### src/rtl/instr_encode_queue.sv
`default_nettype none
// ============================================================================
//  Module   : instr_encode_queue
//  Brief    : Packs decoded RV32I fields into instruction words, queues them
//             and presents the two oldest entries on a dual-issue port.
//             Unknown opcodes are replaced by NOP and counted.
//  Revision : 1.0 - initial release
// ============================================================================
module instr_encode_queue #(
    parameter int DEPTH = 8,
    parameter int CNT_W = 16
) (
    input  logic                     clk,
    input  logic                     rst_n,
    input  logic                     flush,
    input  logic                     in_valid,
    output logic                     in_ready,
    input  logic [6:0]               in_op,
    input  logic [4:0]               in_rd,
    input  logic [4:0]               in_rs1,
    input  logic [4:0]               in_rs2,
    input  logic [2:0]               in_funct3,
    input  logic [6:0]               in_funct7,
    input  logic [11:0]              in_imm12,
    input  logic [19:0]              in_imm20,
    output logic                     out0_valid,
    output logic [31:0]              out0_instr,
    output logic                     out1_valid,
    output logic [31:0]              out1_instr,
    input  logic [1:0]               deq_cnt,
    output logic [$clog2(DEPTH):0]   count,
    output logic [CNT_W-1:0]         illegal_cnt,
    output logic                     illegal_seen
);

    localparam int c_ptr_w = $clog2(DEPTH);
    localparam int c_cnt_w = c_ptr_w + 1;

    localparam logic [6:0] c_op_r      = 7'b0110011;
    localparam logic [6:0] c_op_i_imme = 7'b0010011;
    localparam logic [6:0] c_op_load   = 7'b0000011;
    localparam logic [6:0] c_op_s      = 7'b0100011;
    localparam logic [6:0] c_op_b      = 7'b1100011;
    localparam logic [6:0] c_op_jal    = 7'b1101111;
    localparam logic [31:0] c_nop      = 32'h0000_0013;

    logic [31:0]          r_mem [DEPTH];
    logic [c_ptr_w-1:0]   r_rd_ptr;
    logic [c_ptr_w-1:0]   r_wr_ptr;
    logic [c_cnt_w-1:0]   r_count;
    logic [CNT_W-1:0]     r_illegal_cnt;
    logic                 r_illegal_seen;

    logic                 w_ready;
    logic                 w_push;
    logic [1:0]           w_deq_req;
    logic [c_cnt_w-1:0]   w_pop;
    logic [31:0]          w_word;
    logic                 w_illegal;
    logic [c_ptr_w-1:0]   w_rd_ptr_p1;

    // Acceptance depends only on registered occupancy; a flush cycle discards the push
    always_comb begin
        w_ready = (r_count < c_cnt_w'(DEPTH));
        w_push  = in_valid && w_ready && !flush;
    end

    // Pop amount: request of 3 means 2, and never more than what is queued
    always_comb begin
        w_deq_req = (deq_cnt == 2'd3) ? 2'd2 : deq_cnt;
        w_pop     = (c_cnt_w'(w_deq_req) > r_count) ? r_count : c_cnt_w'(w_deq_req);
    end

    // Field packer: rebuilds the RV32I word from the decoded fields
    always_comb begin
        w_word    = c_nop;
        w_illegal = 1'b0;
        case (in_op)
            c_op_r:
                w_word = {in_funct7, in_rs2, in_rs1, in_funct3, in_rd, in_op};
            c_op_i_imme:
                if (in_funct3 == 3'd1 || in_funct3 == 3'd5)
                    // shifts carry funct7 above a 5-bit shamt
                    w_word = {in_funct7, in_imm12[4:0], in_rs1, in_funct3, in_rd, in_op};
                else
                    w_word = {in_imm12, in_rs1, in_funct3, in_rd, in_op};
            c_op_load:
                w_word = {in_imm12, in_rs1, in_funct3, in_rd, in_op};
            c_op_s:
                w_word = {in_imm12[11:5], in_rs2, in_rs1, in_funct3, in_imm12[4:0], in_op};
            c_op_b:
                // imm12 holds offset bits [12:1]
                w_word = {in_imm12[11], in_imm12[9:4], in_rs2, in_rs1, in_funct3,
                          in_imm12[3:0], in_imm12[10], in_op};
            c_op_jal:
                // imm20 holds offset bits [20:1]
                w_word = {in_imm20[19], in_imm20[9:0], in_imm20[10], in_imm20[18:11],
                          in_rd, in_op};
            default: begin
                w_word    = c_nop;
                w_illegal = 1'b1;
            end
        endcase
    end

    // Queue bookkeeping: occupancy and wrapping pointers, flush wins over push/pop
    always_ff @(posedge clk or negedge rst_n) begin
        if (!rst_n) begin
            r_count  <= '0;
            r_rd_ptr <= '0;
            r_wr_ptr <= '0;
        end else if (flush) begin
            r_count  <= '0;
            r_rd_ptr <= '0;
            r_wr_ptr <= '0;
        end else begin
            r_count  <= r_count + c_cnt_w'(w_push) - w_pop;
            r_rd_ptr <= r_rd_ptr + c_ptr_w'(w_pop);
            r_wr_ptr <= r_wr_ptr + c_ptr_w'(w_push);
        end
    end

    // Entry storage; contents beyond occupancy are never visible, so no reset needed
    always_ff @(posedge clk) begin
        if (w_push)
            r_mem[r_wr_ptr] <= w_word;
    end

    // Illegal-opcode statistics: saturating count plus sticky flag, immune to flush
    always_ff @(posedge clk or negedge rst_n) begin
        if (!rst_n) begin
            r_illegal_cnt  <= '0;
            r_illegal_seen <= 1'b0;
        end else if (w_push && w_illegal) begin
            r_illegal_seen <= 1'b1;
            if (r_illegal_cnt != {CNT_W{1'b1}})
                r_illegal_cnt <= r_illegal_cnt + CNT_W'(1);
        end
    end

    // Dual-issue view of the two oldest entries, zeroed when absent
    always_comb begin
        w_rd_ptr_p1  = r_rd_ptr + c_ptr_w'(1);
        out0_valid   = (r_count >= c_cnt_w'(1));
        out1_valid   = (r_count >= c_cnt_w'(2));
        out0_instr   = out0_valid ? r_mem[r_rd_ptr]    : 32'h0;
        out1_instr   = out1_valid ? r_mem[w_rd_ptr_p1] : 32'h0;
        in_ready     = w_ready;
        count        = r_count;
        illegal_cnt  = r_illegal_cnt;
        illegal_seen = r_illegal_seen;
    end

endmodule
`default_nettype wire

### config.mk
export PLATFORM = sky130hd
export DESIGN_NAME = instr_encode_queue
export DESIGN_NICKNAME = d
export VERILOG_FILES = /design/src/rtl/instr_encode_queue.sv
export SDC_FILE = /design/constraint.sdc
export NUM_CORES = 1
export LEC_CHECK = 0
export CORE_MARGIN = 10
export CORE_UTILIZATION = 55
export CTS_BUF_LIST = sky130_fd_sc_hd__clkbuf_8 sky130_fd_sc_hd__clkbuf_16
export CTS_CLUSTER_DIAMETER = 60
export DETAILED_ROUTE_END_ITERATION = 8
export GPL_TIMING_DRIVEN = 0
export PLACE_DENSITY = 0.78
export REMOVE_ABC_BUFFERS = 1
export SLEW_MARGIN = 10
export SYNTH_ARGS = -nofsm -noshare
export SYNTH_HDL_FRONTEND = slang
export SYNTH_SLANG_ARGS = --single-unit
### constraint.sdc
create_clock -name clk -period 8.4 [get_ports clk]
set_input_delay 2.1 -clock clk [delete_from_list [all_inputs] [get_ports clk]]
set_output_delay 2.1 -clock clk [all_outputs]
set_load 0.02 [all_outputs]
==> summary.md, run 1 <==
| Metric | Value |
|---|---|
| Status | finished, final reports clean |
| Vias per cell | 6.38 |
| Routability cong. | just over 0.8 |
| Main synth FF type | edfxtp_1 |
| CTS tree | done |
| Worst-Skew Late Latency | 0.53 ns |
| Count leader, synth | edfxtp_1 |
| DR DRC count | 0 |
| Post-DP HPWL | 24400 um |
| P_leak | 5.98 nW |
| Clock buffer count from CTS | 28 |
| Antenna Violating Nets Remaining | 0 |
| Ys async rst share | 9.54% |
| Max-Cap Viols | 0 |
| Largest net degree at the start of global routing | 57 |
| Number of setup buffers added after CTS | 0 |
| Initial Util | 55.6% |
| Routed len/inst | approximately 26 um |
| Hold WC Path Type | reg2reg |
| Total track usage | 22.5% |
| Die width | roughly 180 um |
| Die height | 179 um |
| Initial antenna violation count | 3 |
| Core ar. | 0.0251 mm2 |
| WP buf/inv | 3 |
| GRT met1 Usage | 28.7% |
| Cells after Synth | approximately 840 |
| Syn Area/Cell | between 15 and 20 um2 |
| First-pass detailed-route iteration total | 5 |
| Clock transition at the registers of the reported paths | 0.06 ns |
| Final setup fails | 0 |
| CP arrival | 3.57 ns |
| Top post-synthesis cells by count | edfxtp_1 (256), mux4_2 (128), nand2_1 (82) |
| I/O pins | 158 |
| Final Skew | 0.00499 ns |
| CP top delay family | buffers and inverters |
| First-pass GRT wire length | 54700 um |
| CTS-repair resized insts | 0 |
| CP peak stage delay | 0.74 ns |
| Share of cells above drive strength 1 | 22.6% |
| Number of global-route vias before repair | about 9.1k |
| Max Slew Vio Count | 0 |
| CTS root buf | clkbuf_16 |
| Final Non-Filler Cells | 1377 |
| Share of Yosys cell area claimed by the top area cell type | between 50% and 60% |
| Max VDD drop | 0.000301 V |
| Max Buffers Root-to-Sink | 3 |
| Die ar. | 0.0322 mm2 |
| Minimum clock period | 5.67 ns |
| Site Rows | 58 |
| Hold Vio Cnt, Final | 0 |
| Max_slew headroom | 31.7% |
| Worst-Margin Slew | 1.02 ns |
| Syn-to-layout area delta | 23.5% |
| Fin crit share | 67.5% |
| Number of flops mapped to enable cells by yosys | 256 |
| Via count | 8792 |
| Busiest layer in global routing | met2 |
| Sequential-to-total area share from yosys stat | between 50% and 60% |
| Fin Setup TNS | 0 ns |
| Clock Sink Count | about 280 |
| CP Cell Sequence | ha_4 > xnor2_2 > buf_6 > buf_6 > nand2_1 > a21oi_1 > clkdlybuf4s50_1 |
| Distinct cells, synth | 57 |
| CP Launch Type | flop |
| YS warnings | 0 |
| WS Path Type | reg2out |
| Placed cells | 1324 |
| Top cell by count, worst path | buf_6 |
| Hold_buf cts | 0 |
| Yosys reg bits | 283 |
| Largest cells by area after synthesis | edfxtp_1 (55%), mux4_2 (21%), dfrtp_1 (4.8%), mux2i_1 (2.5%), nand2_1 (2.2%) |
| Initial DRC count | 924 |
| Slowest CP cell | dfrtp_4 |
| CTS H-tree depth | 1 |
| Nets | 1110 |
| Crit end category | primary output |
| Pwr/cell area | 335 mW/mm2 |
| Congestion Overflow GR | 0 |
| Met3 Usage GRT | around 5.4% |
| Maximum clock frequency | 0.176 GHz |
| Unrepaired setup endpoints after global routing | false |
| Final wirelength | 36400 um |
| Grt met2 use | 37.7% |
| Crit Path Max Fanout | 43 |
| PortBufs | roughly 160 |
| Dominant cell type by area after synthesis | edfxtp_1 |
| Synth Cell Area | 0.0140 mm2 |
| Data required, critical path | 6.30 ns |
-- where the power goes --
| part | leakage [nW] | internal, W | switching [W] |
|---|---|---|---|
| clock network | 0.480 | 0.000743 | 0.000513 |
| registers | 2.77 | 0.00159 | 0.000179 |
| logic | 2.73 | 0.00137 | 0.00139 |
-- tightest hold or removal path: stages, from the launching register on --
cell and delay (ns):
dfrtp_1 0.35, inv_1 0.05, o31ai_1 0.06
-- layer usage --
metal	up-vias	routed length (um)
met5	-	16
met4	4	903
met3	62	3760
met2	487	18000
met1	4485	13700
li1	3754	-
-- cell type report --
class	instances	area, um2
antenna	1	2.50
clock buffer	29	726
clock inverter	23	199
fill	1702	7860
inverter	16	60.1
multi-input combinational	501	5420
sequential	283	8370
tap	330	413
timing repair buffer	194	2050
-- stage by stage --
| stage | util, % | worst slack [ns] | instance area [um2] | total power, W | hold WS [ns] |
|---|---|---|---|---|---|
| global placement | 62.7 | -3.20 | 15700 | 0.00460 | 0.473 |
| detailed placement | 65.0 | 3.31 | 16300 | 0.00456 | 0.474 |
| floorplan | - | -0.180 | 13700 | 0.00347 | 0.572 |
| finish | 68.7 | 2.73 | 17300 | 0.00578 | 0.503 |
| global route | 68.7 | 2.50 | 17200 | 0.00604 | 0.525 |
| CTS | 68.7 | 2.70 | 17300 | 0.00583 | 0.501 |
-- worst paths after layout --
path	cells after the start	to	from	slack, ns
worst max-delay path	7	out1_instr[27]	r_rd_ptr[0]	2.73
worst min-delay path	2	illegal_seen	illegal_seen	0.50
worst max register to register	10	r_rd_ptr[2]	count[1]	5.38
worst min register to register	2	illegal_seen	illegal_seen	0.50
max in group asynchronous	1	r_rd_ptr[0]	rst_n	6.35
min in group asynchronous	1	count[2]	rst_n	1.58
-- state kept, by name (all words and copies together), names as in the netlist --
register / flops
r_rd_ptr: 3
count: 4
illegal_cnt: 16
r_wr_ptr: 3
illegal_seen: 1
r_mem: 256
-- layout by cell type (no fill, tap or decap), drive strengths merged, types with 2 or more instances in the layout --
cell type	netlist	routed
a2111oi	2	2
clkdlybuf4s50	0	156
inv	16	22
nand3	5	5
xor2	12	12
clkbuf	22	29
ha	14	14
bufinv	0	4
nor2	44	44
nor4	11	11
and3	5	5
dfrtp	27	27
nand4	5	5
buf	36	38
a21oi	36	36
conb	1	16
mux4	128	128
clkinv	0	13
and4	4	4
o41ai	2	2
edfxtp	256	256
o211ai	2	2
nor3	10	10
nor3b	2	2
a21o	9	9
fa	2	2
o21ai	5	5
nor2b	7	7
o31ai	2	2
nand2b	7	7
and2	4	4
mux2	3	3
a221o	6	6
nand2	83	83
a22o	19	19
mux2i	35	35
a22oi	6	6
xnor2	5	5
-- kinds of logic (layout without fill, tap and decap cells) --
| family | after synthesis | in the layout | synth area share, % |
|---|---|---|---|
| AO/OA/AOI/OAI | 93 | 93 | 4.81 |
| XOR/XNOR | 17 | 17 | 1.07 |
| adder cells (fa/ha/maj) | 16 | 16 | 1.54 |
| buffers and inverters | 74 | 262 | 2.37 |
| flip-flops | 283 | 283 | 59.9 |
| multiplexers | 166 | 166 | 23.4 |
| other | 1 | 17 | 0.0269 |
| AND/OR/NAND/NOR | 193 | 193 | 6.87 |
Power figures use the tool's default switching activity.
==> run 2, diff against run 1 <==
clock period = 5.6 ns   (was 8.4 ns; I/O delays follow)
==> results of run 2 <==
Same layout as run 1 (identical final DEF). Status: finished, final reports clean.
Among the figures that moved: setup slack after placement 3.31 ns -> 1.21 ns; setup slack after layout 2.73 ns -> 0.632 ns; register-to-register setup slack 5.38 ns -> 2.58 ns; total power 0.00578 W -> 0.00867 W; worst IR drop on VDD 0.000301 V -> 0.000452 V
==> run 3, diff against run 2 <==
CORE_ASPECT_RATIO = 1.75   (was unset)
==> run 3 against run 2 <==
Sequential power about the same. Clock-buffer cell count is 4 lower. Fmax down 4.6%. Wire length is 2.0% lower. Flip-flop and latch count is the same.
==> summary.md, run 3 (same netlist as run 1, synthesis figures left out) <==
| Metric | Value |
|---|---|
| Data required, critical path | 4.20 ns (about the same) |
| Placed cells | 1307 (was 1324) |
| CTS root buf | clkbuf_16 (unchanged) |
| Max Buffers Root-to-Sink | 3 (unchanged) |
| Die height | 231 um (was 179 um) |
| Most common cell after layout, fill and taps aside | edfxtp_1 (unchanged) |
| Vias per cell | 6.46 (was 6.38) |
| Clock buffer count from CTS | 24 (was 28) |
| Final setup fails | 0 (unchanged) |
| Post-layout util | 67.6% (was 68.7%) |
| Reg with most FFs | r_mem (unchanged) |
| Core ar. | 0.0251 mm2 (about the same) |
| Crit end category | primary output (unchanged) |
| Antenna Violating Nets Remaining | 0 (unchanged) |
| Clock Sink Count | 283 (unchanged) |
| P_leak | 5.86 nW (was 5.98 nW) |
| Largest net degree at the start of global routing | 53 (was 57) |
| Max VDD drop | 0.000527 V (was 0.000452 V) |
| Pwr/cell area | 487 mW/mm2 (was 503 mW/mm2) |
| Final wirelength | 35600 um (was 36400 um) |
| Worst-Skew Late Latency | 0.53 ns (about the same) |
| Max-Cap Viols | 0 (unchanged) |
| Max Slew Vio Count | 0 (unchanged) |
| CP Launch Type | flop (unchanged) |
| # diodes | 0 (was 1) |
| Routed len/inst | 26.4 um (about the same) |
| Met3 Usage GRT | 3.35% (was 5.39%) |
| Fill cells | 1694 (was 1702) |
| Number of setup buffers added after CTS | 0 (unchanged) |
| Initial antenna violation count | 0 (was 3) |
| I/O pins | 158 (unchanged) |
| Status | finished, final reports clean (unchanged) |
| Share of cells above drive strength 1 | 22.1% (was 22.6%) |
| Max_slew headroom | 21.5% (was 31.7%) |
| Minimum clock period | 5.21 ns (was 4.97 ns) |
| Die ar. | 0.0324 mm2 (was 0.0322 mm2) |
| GRT met1 Usage | 24.7% (was 28.7%) |
| Fin Setup TNS | 0 ns (unchanged) |
| Crit Path Max Fanout | 47 (was 43) |
| CTS-repair resized insts | 0 (unchanged) |
| Worst-Margin Slew | 1.18 ns (was 1.02 ns) |
| Hold_buf cts | 0 (unchanged) |
| DR DRC count | 0 (unchanged) |
| CTS tree | done (unchanged) |
| Maximum clock frequency | 0.192 GHz (was 0.201 GHz) |
| Routability cong. | 0.838 (was 0.832) |
| CP arrival | 3.81 ns (was 3.57 ns) |
| WS Path Type | reg2out (unchanged) |
| Most frequent cells in the layout | edfxtp_1 (256), clkdlybuf4s50_1 (156), mux4_2 (128) (unchanged) |
| Hold WC Path Type | reg2reg (unchanged) |
| Fin crit share | 93.0% (was 88.7%) |
| Congestion Overflow GR | 0 (unchanged) |
| CTS H-tree depth | 1 (unchanged) |
| Number of flip-flops in the largest register | 256 (unchanged) |
| Clock transition at the registers of the reported paths | 0.08 ns (was 0.06 ns) |
| Unrepaired setup endpoints after global routing | false (unchanged) |
| Final Skew | 0.0130 ns (was 0.00499 ns) |
| Final Non-Filler Cells | 1349 (was 1377) |
| Grt met2 use | 39.7% (was 37.7%) |
| Number of global-route vias before repair | 9402 (was 9098) |
| PortBufs | 157 (unchanged) |
| Via count | 8715 (was 8792) |
| Nets | 1103 (was 1110) |
| Die width | 140 um (was 179 um) |
| First-pass GRT wire length | 54400 um (was 54700 um) |
| Hold Vio Cnt, Final | 0 (unchanged) |
| Initial DRC count | 902 (was 924) |
| Site Rows | 77 (was 58) |
| Syn-to-layout area delta | 21.7% (was 23.5%) |
| Post-DP HPWL | 24500 um (was 24400 um) |
| Busiest layer in global routing | met2 (unchanged) |
| First-pass detailed-route iteration total | 5 (unchanged) |
| Total track usage | 21.5% (was 22.5%) |
| Initial Util | 55.5% (was 55.6%) |
==> run 3: changes by cell type in the layout (fill, tap and decap cells not counted), moves of 2 or more <==
| cell | delta |
|---|---|
| buf_12 | -2 |
| clkinv_1 | -5 |
| buf_8 | +2 |
| bufinv_16 | -4 |
| clkinv_2 | +3 |
| buf_4 | -5 |
| clkbuf_16 | -4 |
==> run 3: critical path, cell delays in order, from the launching register on <==
cell,delay (ns)
dfrtp_4,0.79
buf_16,0.35
ha_4,0.48
buf_16,0.29
mux4_2,0.25
nand2_1,0.06
a21oi_1,0.31
clkdlybuf4s50_1,0.67
==> run 3: worst paths after layout <==
check | from | end | slack [ns] | cells past startpoint
hold reg to reg | illegal_seen | illegal_seen | 0.49 | 2
setup / recovery | r_rd_ptr[0] | out1_instr[30] | 0.39 | 7
setup reg to reg | count[1] | r_rd_ptr[2] | 2.61 | 10
min in group asynchronous | rst_n | count[2] | 0.91 | 1
hold / removal | illegal_seen | illegal_seen | 0.49 | 2
max in group asynchronous | rst_n | r_rd_ptr[2] | 4.19 | 1
==> run 3: report_power, final <==
part / switching [W] / internal (W)
Sequential: 0.000244 / 0.00238
Clock: 0.000719 / 0.000807
Combinational: 0.00211 / 0.00203
==> run 3: per-stage QoR <==
stage / area, um2 / total power, W / setup WS (ns) / hold WS (ns)
final: 17000 / 0.00828 / 0.391 / 0.490
after global placement: 15700 / 0.00693 / -5.38 / 0.448
after detailed placement: 16300 / 0.00684 / 0.880 / 0.469
after global routing: 17000 / 0.00865 / 0.242 / 0.506
after floorplan: 13700 / 0.00521 / -2.28 / 0.572
after CTS: 17000 / 0.00836 / 0.316 / 0.485
==> run 3: area by class of cell <==
class	instances	area (um2)	share of cell area [%]
repair buffers	191	2040	12.0
multi-input cells	501	5420	31.9
inverters	16	60.1	0.353
well taps	316	395	2.33
flip-flops and latches	283	8370	49.3
clock buffers	25	626	3.68
clock inverters	17	80.1	0.471
==> run 3: metal layers <==
layer | share of wire [%] | vias up
li1 | - | 3739
met1 | 36 | 4550
met2 | 55 | 365
met3 | 6.7 | 61
met4 | 2.9 | 0
met5 | 0 | -
